==> src/rtl/dmem_arbiter_pkg.sv <==
// Shared types for the data-memory arbiter.
// Priority states, port identifiers and width defaults.
package dmem_arbiter_pkg;

    localparam int DEF_AW = 16;
    localparam int DEF_DW = 16;

    typedef enum logic {
        S_P0PRI,
        S_P1PRI
    } state_e;

    typedef enum logic {
        PORT0,
        PORT1
    } port_e;

endpackage

==> src/rtl/dmem_resp_pipe.sv <==
// Read-response pipe: valid/tag/data shift register.
// The last stage steers the response to its owning port.
module dmem_resp_pipe
    import dmem_arbiter_pkg::*;
#(
    parameter int DW     = DEF_DW,
    parameter int STAGES = 1
) (
    input  logic          clk,
    input  logic          rst,
    input  logic          in_valid,
    input  logic          in_tag,
    input  logic [DW-1:0] in_data,
    output logic          p0_rvalid,
    output logic [DW-1:0] p0_rdata,
    output logic          p1_rvalid,
    output logic [DW-1:0] p1_rdata
);

    logic [STAGES-1:0] sv;
    port_e             st [STAGES];
    logic [DW-1:0]     sd [STAGES];
    logic [DW-1:0]     hold0;
    logic [DW-1:0]     hold1;

    always_ff @(posedge clk or posedge rst) begin
        if (rst) begin
            sv    <= '0;
            hold0 <= '0;
            hold1 <= '0;
            for (int k = 0; k < STAGES; k++) begin
                st[k] <= PORT0;
                sd[k] <= '0;
            end
        end else begin
            sv[0] <= in_valid;
            st[0] <= port_e'(in_tag);
            sd[0] <= in_data;
            for (int k = 1; k < STAGES; k++) begin
                sv[k] <= sv[k-1];
                st[k] <= st[k-1];
                sd[k] <= sd[k-1];
            end
            if (p0_rvalid)
                hold0 <= sd[STAGES-1];
            if (p1_rvalid)
                hold1 <= sd[STAGES-1];
        end
    end

    // Data is shown live on the pulse, then held until the next response.
    assign p0_rvalid = sv[STAGES-1] && (st[STAGES-1] == PORT0);
    assign p1_rvalid = sv[STAGES-1] && (st[STAGES-1] == PORT1);
    assign p0_rdata  = p0_rvalid ? sd[STAGES-1] : hold0;
    assign p1_rdata  = p1_rvalid ? sd[STAGES-1] : hold1;

endmodule

==> src/rtl/dmem_arbiter.sv <==
// Two-port arbiter for the single-port data memory.
// Port 0 has priority; port 1 is forced through after MAX_WAIT refusals.
module dmem_arbiter
    import dmem_arbiter_pkg::*;
#(
    parameter int AW          = DEF_AW,
    parameter int DW          = DEF_DW,
    parameter int MAX_WAIT    = 4,
    parameter int RESP_STAGES = 1
) (
    input  logic          clk,
    input  logic          rst,
    input  logic          p0_req,
    input  logic          p0_we,
    input  logic [AW-1:0] p0_addr,
    input  logic [DW-1:0] p0_wdata,
    input  logic          p1_req,
    input  logic          p1_we,
    input  logic [AW-1:0] p1_addr,
    input  logic [DW-1:0] p1_wdata,
    output logic          p0_gnt,
    output logic          p1_gnt,
    output logic          p0_rvalid,
    output logic [DW-1:0] p0_rdata,
    output logic          p1_rvalid,
    output logic [DW-1:0] p1_rdata,
    output logic          d_mem_write_en,
    output logic          d_mem_read,
    output logic [AW-1:0] d_mem_addr,
    output logic [DW-1:0] d_mem_write_data,
    input  logic [DW-1:0] d_mem_read_data
);

    localparam logic [3:0] MAXW = 4'(MAX_WAIT);

    state_e     state;
    state_e     state_nxt;
    logic [3:0] wait_cnt;
    logic [3:0] wait_nxt;

    always_ff @(posedge clk or posedge rst) begin
        if (rst) begin
            state    <= S_P0PRI;
            wait_cnt <= '0;
        end else begin
            state    <= state_nxt;
            wait_cnt <= wait_nxt;
        end
    end

    always_comb begin
        p0_gnt    = 1'b0;
        p1_gnt    = 1'b0;
        wait_nxt  = wait_cnt;
        state_nxt = state;

        if (!rst) begin
            unique case (state)
                S_P0PRI: begin
                    p0_gnt = p0_req;
                    p1_gnt = p1_req && !p0_req;
                end
                S_P1PRI: begin
                    p1_gnt = p1_req;
                    p0_gnt = p0_req && !p1_req;
                end
            endcase
        end

        if (!p1_req || p1_gnt)
            wait_nxt = '0;
        else if (wait_cnt != MAXW)
            wait_nxt = wait_cnt + 4'd1;

        // Switch on the edge where the refusal count hits the limit.
        unique case (state)
            S_P0PRI: if (wait_nxt == MAXW) state_nxt = S_P1PRI;
            S_P1PRI: if (p1_gnt || !p1_req) state_nxt = S_P0PRI;
        endcase
    end

    always_comb begin
        d_mem_write_en   = 1'b0;
        d_mem_read       = 1'b0;
        d_mem_addr       = '0;
        d_mem_write_data = '0;
        if (p0_gnt) begin
            d_mem_write_en   = p0_we;
            d_mem_read       = !p0_we;
            d_mem_addr       = p0_addr;
            d_mem_write_data = p0_wdata;
        end else if (p1_gnt) begin
            d_mem_write_en   = p1_we;
            d_mem_read       = !p1_we;
            d_mem_addr       = p1_addr;
            d_mem_write_data = p1_wdata;
        end
    end

    dmem_resp_pipe #(
        .DW     (DW),
        .STAGES (RESP_STAGES)
    ) u_resp (
        .clk       (clk),
        .rst       (rst),
        .in_valid  (d_mem_read),
        .in_tag    (p1_gnt),
        .in_data   (d_mem_read_data),
        .p0_rvalid (p0_rvalid),
        .p0_rdata  (p0_rdata),
        .p1_rvalid (p1_rvalid),
        .p1_rdata  (p1_rdata)
    );

endmodule
==> config.mk <==
export PLATFORM = sky130hd
export DESIGN_NAME = dmem_arbiter
export DESIGN_NICKNAME = d
export VERILOG_FILES = /design/src/rtl/dmem_arbiter_pkg.sv /design/src/rtl/dmem_resp_pipe.sv /design/src/rtl/dmem_arbiter.sv
export SDC_FILE = /design/constraint.sdc
export NUM_CORES = 1
export LEC_CHECK = 0
export ABC_AREA = 1
export BUFFER_PORTS_ARGS = -buffer_cell sky130_fd_sc_hd__clkbuf_2
export CAP_MARGIN = 15
export CORE_MARGIN = 2
export CORE_UTILIZATION = 39
export CTS_CLUSTER_DIAMETER = 30
export DETAILED_ROUTE_END_ITERATION = 12
export PLACE_DENSITY = 0.76
export RECOVER_POWER = 50
export SETUP_SLACK_MARGIN = 0.15
export SLEW_MARGIN = 10
export SYNTH_ARGS = -nofsm -noshare
export SYNTH_HDL_FRONTEND = slang
export SYNTH_HIERARCHICAL = 1
export SYNTH_SLANG_ARGS = --single-unit
==> constraint.sdc <==
create_clock -name clk -period 1.2 [get_ports clk]
set_input_delay 0.06 -clock clk [delete_from_list [all_inputs] [get_ports clk]]
set_output_delay 0.06 -clock clk [all_outputs]
set_load 0.02 [all_outputs]
# After elaboration in Yosys (flattened, before gate mapping)
# Index checks and enable logic that the tools add are counted.
# W data, S select, Z words.
# word_totals
reg_bits	55
in_bits	86
word_cells	40
out_inout_bits	70
# classes
n_eq_ne	2
n_bitwise	2
n_addsub	1
mux	19
reduce_logical	9
# ops
op	n
$mux W16	6
$mux W1	8
$mux W4	2
$pmux W1 S2	3
$add A4 B1 Y4 const B	1
$eq A4 B3 Y1 const B	1
$logic_and A1 B1 Y1	4
$logic_not A1 Y1	4
$ne A4 B3 Y1 const B	1
$not A1 Y1	2
$logic_or A1 B1 Y1	1

# Logic depth before layout (Yosys ltp)
# Gate-level depths: netlist (run 1).
# depth
ltp_word	9
mapped_depth	9
mapped_depth_nobuf	9

# Cells and area by module
# The synthesis (run 1) kept the hierarchy.
# by_module_without_submodules
module	area_each_um2	cells_each	seq_area_each_um2	instances
dmem_resp_pipe	1813.0	161	1251.2	1
dmem_arbiter	713.2	90	125.1	1

# Least setup slack after synthesis (run 1)
# OpenSTA, ideal clock, no wires.
# synth_path
path_type	register -> register
from	register state
to	register u_resp.sv
setup_ns	0.186
n_path_buf	0
slack_ns	-0.077
stages_incl_launch_ff	5
arrival_time_ns	1.092
synth_period_minus_slack_ns	1.277
required_ns	1.014
cell_sequence	dfrtp_1 -> inv_1 -> nand2_2 -> nand3_2 -> o21ai_0
# synth_via
elab_chain_len	5
elab_cells_between_ends	7
classes_between	mux (6); bitwise (1)
# synth_rtl
element	line_no	source
start, declared	dmem_arbiter.sv:36	state_e state;
start signal, assigned	dmem_arbiter.sv:46	state <= state_nxt;
$not A1 Y1	dmem_arbiter.sv:58	unique case (state)
$pmux W1 S2	dmem_arbiter.sv:58	
$mux W1	dmem_arbiter.sv:57	if (!rst) begin
$mux W1	dmem_arbiter.sv:92	end else if (p1_gnt) begin
$mux W1 *	dmem_arbiter.sv:87	if (p0_gnt) begin
named net d_mem_read	dmem_arbiter.sv:28	output logic d_mem_read,
end signal, assigned by index	dmem_resp_pipe.sv:40	sv[k] <= sv[k-1];
end, declared	dmem_resp_pipe.sv:20	logic [STAGES-1:0] sv;
# The timed path passes the listed nets; every way through them passes the cells marked *.

# Final worst setup path (run 1)
# layout_path
from	register state
to	output d_mem_write_data[8]
# layout_via
elab_chain_len	5
elab_cells_between_ends	7
classes_between	mux (6); bitwise (1)
# layout_rtl
element	line_no	source
$not A1 Y1	dmem_arbiter.sv:58	
$pmux W1 S2	dmem_arbiter.sv:58	
$mux W1	dmem_arbiter.sv:57	
$mux W16	dmem_arbiter.sv:92	
$mux W16 *	dmem_arbiter.sv:87	
end, declared	dmem_arbiter.sv:30	output logic [DW-1:0] d_mem_write_data,
# Mark *: on every way between the ends. The rest lies on a longest branch, timed or not.

==> results.yml, run 1 <==
clocking:
  cts_inserted_buffers: 5
  worstSkewPairLatency_ns: 0.32
  clkTransAtPathRegs_ns: 0.10
  number_of_clock_sinks: 55
  clockRootBuffer: "sky130_fd_sc_hd__clkbuf_8"
  clock_tree.buffer_depth: 2
  cts_tree: "yes"
  cts_htree_levels: 2
  cts_stage_hold_buffer_count: 18
power_and_ir_drop:
  irDropWorstVdd_mv: 1.009
  switching_share_pct: 36.68
  sequentialPowerShare_pct: 33.7
  power_density_nw_per_um2: 1256
  p_int_w: 0.004617
  switchingPower_w: 0.002675
  comb_power_share_pct: 49.3
  power_frac_clock_pct: 17.0
  total_leakage_power_nw: 2.793
  report.power.total_w: 0.007292
die:
  fp.dieArea_um2: 7137
  die_outline_width_um: 84.48
  start_util_pct: 40.01
  core-area_um2: 6314
  num_io_pins: 156
  die_h_um: 84.48
  std_cell_rows: 29
final_layout:
  finish.utilization_pct: 91.93
  postLayoutCellArea_um2: 5804
  most-common-layout-cells: "98 x sky130_fd_sc_hd__clkbuf_2, 58 x sky130_fd_sc_hd__nand2_4, 53 x sky130_fd_sc_hd__dfrtp_1, 36 x sky130_fd_sc_hd__buf_8, 34 x sky130_fd_sc_hd__buf_6"
  layout-area-overhead-vs-synth_pct: 129.8
  layout.nets: 571
  final_layout_size_suffix_gt1_share_pct: 75.36
  layout.cells.most_common: "sky130_fd_sc_hd__clkbuf_2"
worst_setup_path:
  timing.critical_path.required_ns: 1.14
  setup.worst_path.end_class: "output port"
  crit_fanout: 7
  reg2reg_from: "wait_cnt[1]"
  worst_setup_path_start_kind: "flip-flop"
  critical_path_data_arrival_time_ns: 1.56
  critPathKind: "flip-flop to output port"
  timing.reg2reg.worst_path_depth: 9
  ff2ff_setup_slack_ns: -0.30
  reg2reg_to: "state"
synthesis:
  synth_fp_nets: 339
  netlist_area_before_placement_um2: 2526
  yosysWarnings: 6
  synthesized_flop_and_latch_total: 55
  yosysUniqueCellTypes: 22
  synth.avg_cell_area_um2: 10.06
  post_synth_inst_count: 251
  synth_sequential_area_ratio_pct: 54.48
timing:
  final_critical_path_setup_slack_ns: -0.4163
  whs_ns: -0.001110
  final_hold_viol_count: 1
  timing.slew.headroom_pct: 78.61
  finalWorstPathRequiredPeriod_ns: 1.616
  final_setup_violation_count: 89
  timing.final.max_slew_violations: 0
  finClkSkew_ns: 0.01831
  period_share_pct: 134.7
  fin_setup_tns_ns: -25.83
  fmax_ghz: 0.6187
  rsz0062_at_grt: "yes"
  slew_at_the_pin_closest_to_its_max_slew_limit_ns: 0.3209
run_status:
  run_status: "finished, violations left"
  violations_in_the_final_reports: "negative hold slack, negative setup slack"
global_routing:
  grt_first_pass_wirelength_mm: 16.18
  grt_antenna_before_repair: 1
  first_global_vias: 3061
  grt.overflow.total: 0
  grt_usage_pct: 29.50
  pin_count_of_the_biggest_net_entering_global_routing: 51
hold_path:
  hold_path_startpoint: "p1_we"
  worst_hold_path.endpoint: "u_resp/sv"
  hold_path_class: "primary input to flip-flop"
  hold_path_depth: 2
detailed_routing:
  route.detailed.wl_per_inst_um: 25.28
  drtIter0Drc: 286
  overall_via_count_from_detail_route: 3133
  postRouteAntennaNets: 0
  post_detailed_routing_wire_length_mm: 14.18
  post-route-drc-count: 0
  initial_drt_pass_iterations: 4
  drt-vias-per-instance: 5.585
placement:
  post_dp_cell_area_um2: 3577
  dp_hpwl_mm: 5.446
  gpl.final_weighted_congestion: 0.7700
  dp_slack_ns: -0.05818
  io_buffer_count: 155
flow_run:
  drv.max_cap_violation_count: 0
## critical path, stage by stage, from the launching register on
cell and delay (ns):
sky130_fd_sc_hd__dfrtp_1 0.39, sky130_fd_sc_hd__inv_2 0.06, sky130_fd_sc_hd__nand2_4 0.07, sky130_fd_sc_hd__nand3_4 0.09, sky130_fd_sc_hd__inv_8 0.12, sky130_fd_sc_hd__buf_6 0.14
sky130_fd_sc_hd__a22o_1 0.17, sky130_fd_sc_hd__clkbuf_2 0.19
## routing by layer
layer / global-route usage (%) / vias up / routed length, um
met2: 54.55 / 232 / 7261
li1: - / 1318 / -
met4: 9.380 / 0 / 683
met1: 32.83 / 1526 / 5138
met3: 7.768 / 57 / 1098
met5: 0 / - / 0
## repair_timing
action                     CTS  global route
gates cloned                12             4
gates resized for setup    219           128
pin swaps                   33            54
buffers inserted            21            17
hold endpoints to repair    72             1
setup endpoints to repair  107           109
## synth_stat cells, drive strengths merged
| cell type | count | area (um2) |
|---|---|---|
| a22o | 32 | 290.3 |
| nor3 | 1 | 5.000 |
| a21oi | 1 | 8.760 |
| inv | 19 | 78.83 |
| dfrtp | 55 | 1376 |
| nand3 | 38 | 200.2 |
| ha | 2 | 25.02 |
| buf | 15 | 155.2 |
| o21ai | 2 | 10.01 |
| nand4 | 2 | 12.51 |
| nor2 | 1 | 3.750 |
| nand2 | 83 | 360.3 |
## cell type report
cell class                      count  area, um2
Inverter                           19      97.59
Tap cell                           77      96.34
Fill cell                         198      509.2
Timing Repair Buffer              234       2290
Clock buffer                        6      72.57
Sequential cell                    55       1379
Multi-Input combinational cell    166       1805
Antenna cell                        1      2.502
Clock inverter                      1      30.03
Timing Repair inverter              2      31.28
## registers in the layout, indices dropped and copies added (netlist names)
signal	cells
u_resp/sd	16
wait_cnt	4
u_resp/st	1
u_resp/hold0	16
state	1
u_resp/hold1	16
u_resp/sv	1
## cell families after synthesis
group | Yosys count | share of synthesized area, %
buffers and inverters | 34 | 9.262
AO/OA/AOI/OAI | 35 | 12.23
adder cells (fa/ha/maj) | 2 | 0.9904
flip-flops | 55 | 54.48
AND/OR/NAND/NOR | 125 | 23.03
## how the worst max path moves through the flow
stage	startpoint	endpoint	slack, ns	depth (start not counted)
2_1_floorplan	state	d_mem_write_data[5]	0.09	6
3_3_place_gp	state	d_mem_addr[14]	-0.02	7
3_5_place_dp	state	d_mem_write_data[3]	-0.06	7
4_1_cts	state	d_mem_addr[2]	-0.37	7
5_1_grt	state	d_mem_write_data[8]	-0.48	7
6_report	state	d_mem_write_data[8]	-0.42	7
## stage by stage
step / hold slack, ns / instances
floorplan: -0.1616 / 251
global placement: -0.03855 / 481
detailed placement: -0.03185 / 481
CTS: -0.02406 / 539
global route: -0.02033 / 561
finish: -0.001110 / 561
## power groups by stage
stage	Combinational (W)	Sequential (W)	Clock, W
floorplan	0.00109	0.00225	0
global placement	0.00163	0.00227	0
detailed placement	0.00165	0.00228	0
CTS	0.00269	0.00232	0.00118
global route	0.00371	0.00246	0.00132
finish	0.00359	0.00246	0.00124
Power figures use the tool's default switching activity.
==> run 2, diff against run 1 <==
CELL_PAD_IN_SITES_DETAIL_PLACEMENT = 1   (was unset)
CELL_PAD_IN_SITES_GLOBAL_PLACEMENT = 1   (was unset)
CORE_UTILIZATION = 27   (was 39)
MAX_ROUTING_LAYER = met4   (was unset)
PLACE_DENSITY = 0.74   (was 0.76)
==> run 2 against run 1 <==
The flow finishes with violations (negative setup slack); cell count increased by 9.1%; combinational power up 1%; flip-flop and latch count unchanged; total power shrank 3.7%; first-iteration DRC count down 81%; final area up 4.9%; core utilization is 25 points lower; non-clock buffer count up 16; register-to-register slack lost 0.04 ns; critical path type unchanged; worst hold slack improved by 0.098 ns; via count down 5.9%.
==> results.yml, run 2 (synthesized netlist as in run 1, its figures left out) <==
run_status:
  run_status: "finished, violations left"
  violations_in_the_final_reports: "negative setup slack"
die:
  fp.dieArea_um2: 10150
  die_outline_width_um: 100.7
  die_h_um: 100.7
  num_io_pins: 156
  start_util_pct: 27.60
  std_cell_rows: 35
  core-area_um2: 9153
final_layout:
  most-common-layout-cells: "86 x sky130_fd_sc_hd__clkbuf_2, 63 x sky130_fd_sc_hd__buf_6, 53 x sky130_fd_sc_hd__dfrtp_1, 50 x sky130_fd_sc_hd__nand2_4, 40 x sky130_fd_sc_hd__buf_8"
  largest_registers: "u_resp/hold0 x16, u_resp/hold1 x16, u_resp/sd x16"
  finish.utilization_pct: 66.55
  final_layout_size_suffix_gt1_share_pct: 73.85
  postLayoutCellArea_um2: 6091
  layout-area-overhead-vs-synth_pct: 141.1
  layout.cells.most_common: "sky130_fd_sc_hd__clkbuf_2"
  fillerInstances: 901
  diodes: 0
  layout.nets: 588
detailed_routing:
  route.detailed.wl_per_inst_um: 22.01
  drtIter0Drc: 53
  post-route-drc-count: 0
  drt-vias-per-instance: 4.815
  post_detailed_routing_wire_length_mm: 13.47
  postRouteAntennaNets: 0
  overall_via_count_from_detail_route: 2947
  initial_drt_pass_iterations: 4
power_and_ir_drop:
  power_density_nw_per_um2: 1153
  total_leakage_power_nw: 2.905
  report.power.total_w: 0.007023
  irDropWorstVdd_mv: 0.6687
clocking:
  worstSkewPairLatency_ns: 0.31
  clock_tree.buffer_depth: 2
  cts_inserted_buffers: 5
  cts_tree: "yes"
  clockRootBuffer: "sky130_fd_sc_hd__clkbuf_8"
  number_of_clock_sinks: 55
  cts_htree_levels: 2
  clkTransAtPathRegs_ns: 0.09
global_routing:
  grt_antenna_before_repair: 0
  pin_count_of_the_biggest_net_entering_global_routing: 51
  grt_first_pass_wirelength_mm: 16.29
  grt.overflow.total: 0
  grt_usage_pct: 21.88
  first_global_vias: 3159
timing:
  final_critical_path_setup_slack_ns: -0.4191
  period_share_pct: 134.9
  timing.slew.headroom_pct: 81.33
  final_hold_viol_count: 0
  timing.final.max_slew_violations: 0
  final_setup_violation_count: 88
  slew_at_the_pin_closest_to_its_max_slew_limit_ns: 0.2801
  fmax_ghz: 0.6176
  finalWorstPathRequiredPeriod_ns: 1.619
  rsz0062_at_grt: "yes"
  fin_setup_tns_ns: -25.77
  finClkSkew_ns: 0.005744
placement:
  post_dp_cell_area_um2: 3695
  gpl.final_weighted_congestion: 0.8242
  io_buffer_count: 155
  dp_hpwl_mm: 6.753
worst_setup_path:
  critical_path_data_arrival_time_ns: 1.56
  critPathKind: "flip-flop to output port"
  setup.worst_path.end_class: "output port"
  worst_setup_path_start_kind: "flip-flop"
  timing.critical_path.required_ns: 1.14
  crit_fanout: 6
flow_run:
  drv.max_cap_violation_count: 0
hold_path:
  hold_path_class: "primary input to flip-flop"
run 2: final timing paths:
| path | slack [ns] | from | depth (start not counted) | end |
|---|---|---|---|---|
| max in group asynchronous | 0.54 | rst | 4 | u_resp/st |
| min in group asynchronous | 0.40 | rst | 4 | u_resp/hold1[9] |
| hold reg to reg | 0.52 | u_resp/hold0[9] | 2 | u_resp/hold0[9] |
| setup reg to reg | -0.34 | state | 12 | state |
| hold / removal | 0.1 | p1_we | 3 | u_resp/sv |
| setup / recovery | -0.42 | state | 7 | d_mem_addr[6] |
run 2: critical path: stages (launching register included):
cell	delay, ns
sky130_fd_sc_hd__dfrtp_1	0.43
sky130_fd_sc_hd__inv_2	0.11
sky130_fd_sc_hd__nand2_4	0.06
sky130_fd_sc_hd__nand3_4	0.09
sky130_fd_sc_hd__inv_8	0.05
sky130_fd_sc_hd__buf_4	0.12
sky130_fd_sc_hd__a22o_1	0.22
sky130_fd_sc_hd__clkbuf_8	0.17
run 2: stage by stage:
step,setup slack [ns],hold slack [ns],instances
after floorplan,0.09001,-0.1616,251
after global placement,-0.03205,0.1166,520
after detailed placement,-0.07931,0.1179,520
after CTS,-0.3913,-0.01446,585
after global routing,-0.4819,0.09064,612
final,-0.4191,0.09701,612
run 2: metal layers:
metal	global-route usage, %	wire [um]
met1	21.42	4637
met2	43.69	8005
met3	4.092	672
met4	5.163	158
met5	-	0
run 2: power breakdown:
group,switching (W),total [W],internal (W)
logic,0.00170,0.00364,0.00193
registers,0.000232,0.00237,0.00214
clock network,0.000604,0.00102,0.000412
run 2: cell type report:
| type | instances | area, um2 | area share, % |
|---|---|---|---|
| clock inverters | 1 | 5.005 | 0.08217 |
| flip-flops and latches | 55 | 1381 | 22.68 |
| repair inverters | 3 | 31.28 | 0.5136 |
| inverters | 19 | 105.1 | 1.726 |
| clock buffers | 7 | 76.32 | 1.253 |
| multi-input cells | 166 | 1804 | 29.62 |
| well taps | 111 | 138.9 | 2.280 |
| repair buffers | 250 | 2549 | 41.84 |
run 2: what timing repair did:
action / 4_1_cts / 5_1_grt
gates cloned: 6 / 7
setup endpoints to repair: 107 / 108
hold endpoints to repair: 72 / 0
pin swaps: 41 / 36
setup buffers: 33 / 20
hold buffers: 18 / 0
gates resized for setup: 214 / 195
